<file path="src/rtl/iomem_arbiter.sv">
// rtl/iomem_arbiter.sv - two-master round-robin arbiter for a picorv32-native iomem slave bus
//
// Purpose: shares one iomem slave between master 0 (CPU) and master 1 (DMA/debug).
//   The grant is decided in IDLE, held for exactly one transfer and always released
//   back through IDLE, so each transfer pays one cycle of arbitration.
// Ports:
//   clk, resetn                         clock, synchronous active-low reset
//   m0_* / m1_*                         master request (valid/addr/wdata/wstrb in, ready/rdata out)
//   s_*                                 slave request (valid/addr/wdata/wstrb out, ready/rdata in)
//   grant                               one-hot owner, 2'b00 in IDLE
//   timeout_irq                         one-cycle pulse on a forced (timed-out) completion
// Configuration: define IOMEM_ARB_TIMEOUT_EN to build the bus-timeout watchdog.

module iomem_arbiter #(
    parameter int          TIMEOUT_CYCLES = 256,
    parameter logic [31:0] TIMEOUT_RDATA  = 32'hFFFF_FFFF
) (
    input  logic        clk,
    input  logic        resetn,
    input  logic        m0_valid,
    output logic        m0_ready,
    input  logic [31:0] m0_addr,
    input  logic [31:0] m0_wdata,
    input  logic [3:0]  m0_wstrb,
    output logic [31:0] m0_rdata,
    input  logic        m1_valid,
    output logic        m1_ready,
    input  logic [31:0] m1_addr,
    input  logic [31:0] m1_wdata,
    input  logic [3:0]  m1_wstrb,
    output logic [31:0] m1_rdata,
    output logic        s_valid,
    input  logic        s_ready,
    output logic [31:0] s_addr,
    output logic [31:0] s_wdata,
    output logic [3:0]  s_wstrb,
    input  logic [31:0] s_rdata,
    output logic [1:0]  grant,
    output logic        timeout_irq
);

    typedef enum logic [1:0] {
        IDLE  = 2'd0,
        BUSY0 = 2'd1,
        BUSY1 = 2'd2
    } state_t;

    state_t      state_q, state_d;
    logic        last_q, last_d;    // index of the master served most recently
    logic        sel;               // 1 when master 1 owns the bus
    logic        mv;                // owner's valid
    logic        rdy;
    logic [31:0] rdata;

`ifdef IOMEM_ARB_TIMEOUT_EN
    localparam int CNT_W = $clog2(TIMEOUT_CYCLES + 1);
    logic [CNT_W-1:0] cnt_q, cnt_d;
`else
    logic unused_params;
    assign unused_params = ^{TIMEOUT_RDATA, 32'(TIMEOUT_CYCLES)};
`endif

    always_ff @(posedge clk) begin
        if (!resetn) begin
            state_q <= IDLE;
            last_q  <= 1'b1;
`ifdef IOMEM_ARB_TIMEOUT_EN
            cnt_q   <= '0;
`endif
        end else begin
            state_q <= state_d;
            last_q  <= last_d;
`ifdef IOMEM_ARB_TIMEOUT_EN
            cnt_q   <= cnt_d;
`endif
        end
    end

    always_comb begin
        state_d     = state_q;
        last_d      = last_q;
        grant       = 2'b00;
        s_valid     = 1'b0;
        s_addr      = '0;
        s_wdata     = '0;
        s_wstrb     = '0;
        timeout_irq = 1'b0;
        rdy         = 1'b0;
        rdata       = '0;
        sel         = (state_q == BUSY1);
        mv          = sel ? m1_valid : m0_valid;
`ifdef IOMEM_ARB_TIMEOUT_EN
        // Zero on the first BUSY cycle; counts BUSY cycles spent without s_ready.
        cnt_d       = (state_q == IDLE) ? '0 : (s_ready ? cnt_q : cnt_q + 1'b1);
`endif

        case (state_q)
            IDLE: begin
                if (m0_valid && m1_valid) begin
                    state_d = last_q ? BUSY0 : BUSY1;
                end else if (m0_valid) begin
                    state_d = BUSY0;
                end else if (m1_valid) begin
                    state_d = BUSY1;
                end
            end
            BUSY0, BUSY1: begin
                grant   = sel ? 2'b10 : 2'b01;
                s_valid = mv;
                s_addr  = sel ? m1_addr  : m0_addr;
                s_wdata = sel ? m1_wdata : m0_wdata;
                s_wstrb = sel ? m1_wstrb : m0_wstrb;
                rdy     = s_ready;
                rdata   = s_rdata;
                if (!mv) begin
                    // Owner abandoned the request: release without counting it as served.
                    state_d = IDLE;
                end else if (s_ready) begin
                    state_d = IDLE;
                    last_d  = sel;
                end
`ifdef IOMEM_ARB_TIMEOUT_EN
                else if (cnt_q == CNT_W'(TIMEOUT_CYCLES - 1)) begin
                    // Forced completion: the slave request is withdrawn in the same cycle.
                    rdy         = 1'b1;
                    rdata       = TIMEOUT_RDATA;
                    s_valid     = 1'b0;
                    timeout_irq = 1'b1;
                    state_d     = IDLE;
                    last_d      = sel;
                end
`endif
            end
            default: state_d = IDLE;
        endcase

        m0_ready = rdy && (state_q == BUSY0);
        m1_ready = rdy && (state_q == BUSY1);
        m0_rdata = (state_q == BUSY0) ? rdata : 32'h0;
        m1_rdata = (state_q == BUSY1) ? rdata : 32'h0;
    end

endmodule

</file>
<file path="config.mk">
export PLATFORM = sky130hd
export DESIGN_NAME = iomem_arbiter
export DESIGN_NICKNAME = d
export VERILOG_FILES = /design/src/rtl/iomem_arbiter.sv
export SDC_FILE = /design/constraint.sdc
export NUM_CORES = 1
export LEC_CHECK = 0
export ABC_AREA = 1
export CAP_MARGIN = 20
export CORE_AREA = 4 4 120 122
export CTS_CLUSTER_DIAMETER = 30
export DETAILED_ROUTE_END_ITERATION = 16
export DIE_AREA = 0 0 124 126
export PLACE_DENSITY = 0.61
export SLEW_MARGIN = 10
export SYNTH_ARGS = -nofsm -noshare
export SYNTH_HDL_FRONTEND = slang
export SYNTH_SLANG_ARGS = --single-unit
</file>
<file path="constraint.sdc">
create_clock -name clk -period 4.8 [get_ports clk]
set_input_delay 0.96 -clock clk [delete_from_list [all_inputs] [get_ports clk]]
set_output_delay 0.96 -clock clk [all_outputs]
set_load 0.01 [all_outputs]
</file>
# Word level (Yosys, flattened, before mapping)
# Index checks and enable logic that the tools add are counted.
[word_totals]
reg_bits = 3
inputBits = 173
wordCells = 34
output_inout_bits = 138
[classes]
n_mux = 21
reduce_logical = 7
n_eq_ne = 4
[ops]
columns = ["operator", "count"]
rows = [
  ["32-bit two-way mux", 7],
  ["2-bit two-way mux", 8],
  ["4-bit two-way mux", 2],
  ["4-bit != test, second input constant", 1],
  ["2-bit one-hot mux with 2 select lines", 1],
  ["1-bit logical AND", 3],
  ["1-bit two-way mux", 3],
  ["3-bit != test, second input constant", 1],
  ["3-bit AND reduction", 1],
  ["2-bit by 1-bit == test with 1-bit output, second input constant", 1],
  ["2-bit == test, second input constant", 1],
  ["2-bit zero test", 1],
  ["2-bit AND reduction", 1],
  ["2-bit OR reduction", 1],
]

# Logic depth before layout (Yosys ltp)
[logic_depth]
ltp_word = 4
mapped_depth = 10
depth_no_buf = 9

# Least setup slack after synthesis
# Ideal clock, no wire load.
[synth_timing]
path_kind = "register -> output"
from = "reg state_q[0]"
to = "out s_addr[10]"
t_arrival_ns = 1.370
n_path_buf = 3
path_slack_ns = 2.470
stages_incl_launch_ff = 9
required_time_ns = 3.840
cell_sequence = "dfxtp_1 inv_1 ha_1 buf_6 inv_2 buf_6 buf_6 nor2_2 nor2_1"
[synth_between]
elab_chain_cells = 3
elab_cells_between_ends = 5
cone_classes = "eq/ne (2); mux (2); reduce/logical (1)"
[synth_lines]
columns = ["element", "line", "source"]
rows = [
  ["start, declared", "48", "state_t state_q, state_d;"],
  ["start signal, assigned", "71", "state_q <= state_d;"],
  ["2-bit == test *", "90", "sel = (state_q == BUSY1);"],
  ["via sel", "50", "logic sel;"],
  ["32-bit two-way mux / 2-bit OR reduction (equally long branches)", "110, 97", ""],
  ["32-bit two-way mux *", "97", "case (state_q)"],
  ["end, declared", "34", "output logic [31:0] s_addr,"],
]
# Mark *: on every way through the listed nets, which the timed path passes. The rest lies on a longest branch.

# Worst setup path after layout
[layout_timing]
from = "reg state_q[1]"
to = "out m0_rdata[19]"
[layout_between]
elab_chain_cells = 4
elab_cells_between_ends = 5
cone_classes = "eq/ne (2); mux (2); reduce/logical (1)"
[layout_lines]
columns = ["element", "line", "source"]
rows = [
  ["2-bit == test / 2-bit by 1-bit == test with 1-bit output (equally long branches)", "97, 139", ""],
  ["2-bit OR reduction", "97", ""],
  ["32-bit two-way mux", "97", ""],
  ["32-bit two-way mux *", "139", "m0_rdata = (state_q == BUSY0) ? rdata : 32'h0;"],
  ["end, declared", "25", "output logic [31:0] m0_rdata,"],
]
# Mark *: on every way between the ends. The rest lies on a longest branch, timed or not.

==> impl_metrics.env <==
export IMPL_post_cts_buffers=0
export IMPL_final_common_cell="clkdlybuf4s50_1"
export IMPL_nFillCells=1400
export IMPL_path_class="reg -> out"
export IMPL_syn_inst=403
export IMPL_ys_ff_latch=3
export IMPL_yosysUniqueCellTypes=18
export IMPL_final_layout_size_suffix_gt1_share_pct=2.90
export IMPL_grt_max_degree=71
export IMPL_root_buffer="clkbuf_16"
export IMPL_start_util_pct=13.4
export IMPL_ctsResizeCount=0
export IMPL_clock_path_buffers=2
export IMPL_die_h_um=126
export IMPL_syn_avg_cell_area_um2=4.38
export IMPL_most_common_layout_cells="clkdlybuf4s50_1, nor2_1, inv_1"
export IMPL_critPathLaunchType="register"
export IMPL_io_pins=311
export IMPL_drt_iter0_markers=102
export IMPL_wirelength_mm=10.9
export IMPL_ant_nets=0
export IMPL_syn_area_mm2=0.00177
export IMPL_seq_area_frac_synth_pct=3.40
export IMPL_clk_latency_ns=0.22
export IMPL_cp_data_required_time_ns=3.84
export IMPL_p_leak_nw=2.36
export IMPL_maxSlewHeadroom_pct=32.9
export IMPL_track_usage_pct=12.2
export IMPL_routed_via_count=3289
export IMPL_maxSlewViolCount=0
export IMPL_htreeDepth=1
export IMPL_period_share_pct=78.8
export IMPL_irDropWorstVdd_uv=128
export IMPL_path_max_fanout=33
export IMPL_worst_ep_arrival_time_ns=2.82
export IMPL_syn_nets=580
export IMPL_cellPowerDensity_mw_per_mm2=245
export IMPL_setup_viol=0
export IMPL_seq_area_um2=60.1
export IMPL_worst_pin_slew_ns=1.00
export IMPL_clock_sinks=3
export IMPL_wl_per_cell_um=12.5
export IMPL_hp_class="reg -> reg"
export IMPL_finalHoldViolations=0
export IMPL_core_area_mm2=0.0132
export IMPL_multi_input_area_mm2=0.00128
export IMPL_clk_pin_slew_ns=0.03
export IMPL_grt_pass1_vias=3041
export IMPL_endpoint_kind="output pin"
export IMPL_cts_buffers=3
export IMPL_yosysWarnings=0
export IMPL_area_delta_synth_final_pct=186
export IMPL_period_needed_ns=3.78
export IMPL_layout_nets=868
export IMPL_die_area_mm2=0.0156
export IMPL_dp_hpwl_mm=9.00
export IMPL_fin_area_mm2=0.00505
export IMPL_vias_per_cell=3.80
export IMPL_gp_congestion=0.785
export IMPL_cts_hold_buf=0
export IMPL_diodes=0
export IMPL_die_w_um=124
export IMPL_grt_pass1_wl_mm=15.4
export IMPL_status="finished, final reports clean"
export IMPL_overflow=0
export IMPL_clock_fmax_mhz=264
export IMPL_rows=42
export IMPL_first_pass_iters=6
export IMPL_grt_antenna_before_repair=0
export IMPL_finalSetupTns_ns=0
export IMPL_finClkSkew_ns=0.00102
export IMPL_port_buffers=309
export IMPL_drc=0
export IMPL_detailed_place_area_mm2=0.00497
export IMPL_cts_tree="yes"
export IMPL_maxCapViolCount=0
export IMPL_rsz0062_at_grt="false"
cells in the mapped netlist, drive strengths merged:
library cell    n  share of area (%)
nor2          172                 38
inv            71                 15
o21ai          68                 19
nand2          46                9.8
clkbuf         18                3.9
buf            12                5.1
nand3           5                1.4
ha              4                2.8
dfxtp           3                3.4
a21oi           2               0.57
a21boi          1               0.43
conb            1               0.21
where the power goes:
| part | switching, mW | leakage [nW] | internal [mW] |
|---|---|---|---|
| clock | 0.0214 | 0.0382 | 0.109 |
| sequential | 0.00361 | 0.0248 | 0.0297 |
| combinational | 0.500 | 2.29 | 0.573 |
| total | 0.525 | 2.36 | 0.712 |
per-stage QoR:
| stage | std cells | power (mW) | worst slack, ns | util, % | hold slack (ns) |
|---|---|---|---|---|---|
| global placement | 862 | 1.13 | 1.22 | 37.7 | 0.444 |
| floorplan | 403 | 0.494 | 2.47 | - | 0.429 |
| global route | 866 | 1.35 | 0.675 | 38.3 | 0.485 |
| finish | 866 | 1.24 | 1.02 | 38.3 | 0.458 |
| detailed placement | 862 | 1.12 | 1.16 | 37.7 | 0.453 |
| CTS | 866 | 1.26 | 0.910 | 38.3 | 0.461 |
path summary, 6_finish.rpt:
check | end | cells past startpoint | startpoint | slack [ns]
hold / removal | last_q | 2 | last_q | 0.46
setup reg to reg | last_q | 6 | state_q[1] | 3.10
hold reg to reg | last_q | 2 | last_q | 0.46
setup / recovery | m0_rdata[19] | 5 | state_q[1] | 1.02
layout make-up:
cell class / instances / area share (%)
clock buffer: 4 / 1.56
multi-input combinational: 299 / 25.5
sequential: 3 / 1.19
tap: 176 / 4.36
inverter: 71 / 5.28
timing repair buffer: 313 / 62.1
cell families after synthesis:
kind of cell	after synthesis	share of synthesized area [%]
DFF	3	3.40
buffers and inverters	101	24.1
AOI/OAI and AO/OA	71	20.3
adders and majority gates	4	2.83
and+or+nand+nor	223	49.2
other	1	0.212
sequential cells by signal, summed over array words and instances (netlist names):
register and count:
last_q 1, state_q 2
critical path, stage by stage, from the launching register on:
cell             delay (ns)
dfxtp_1                0.36
inv_1                  0.08
ha_2                   0.61
nand2_1                0.68
nor2_1                 0.29
clkdlybuf4s50_1        0.57
per-layer routing:
metal	share of wire (%)	track usage, %	vias up
li1	-	-	1761
met1	36	12.7	1360
met2	52	24.0	164
met3	11	3.86	4
met4	0.54	1.42	0
met5	0	0	-
Power figures use the tool's default switching activity.
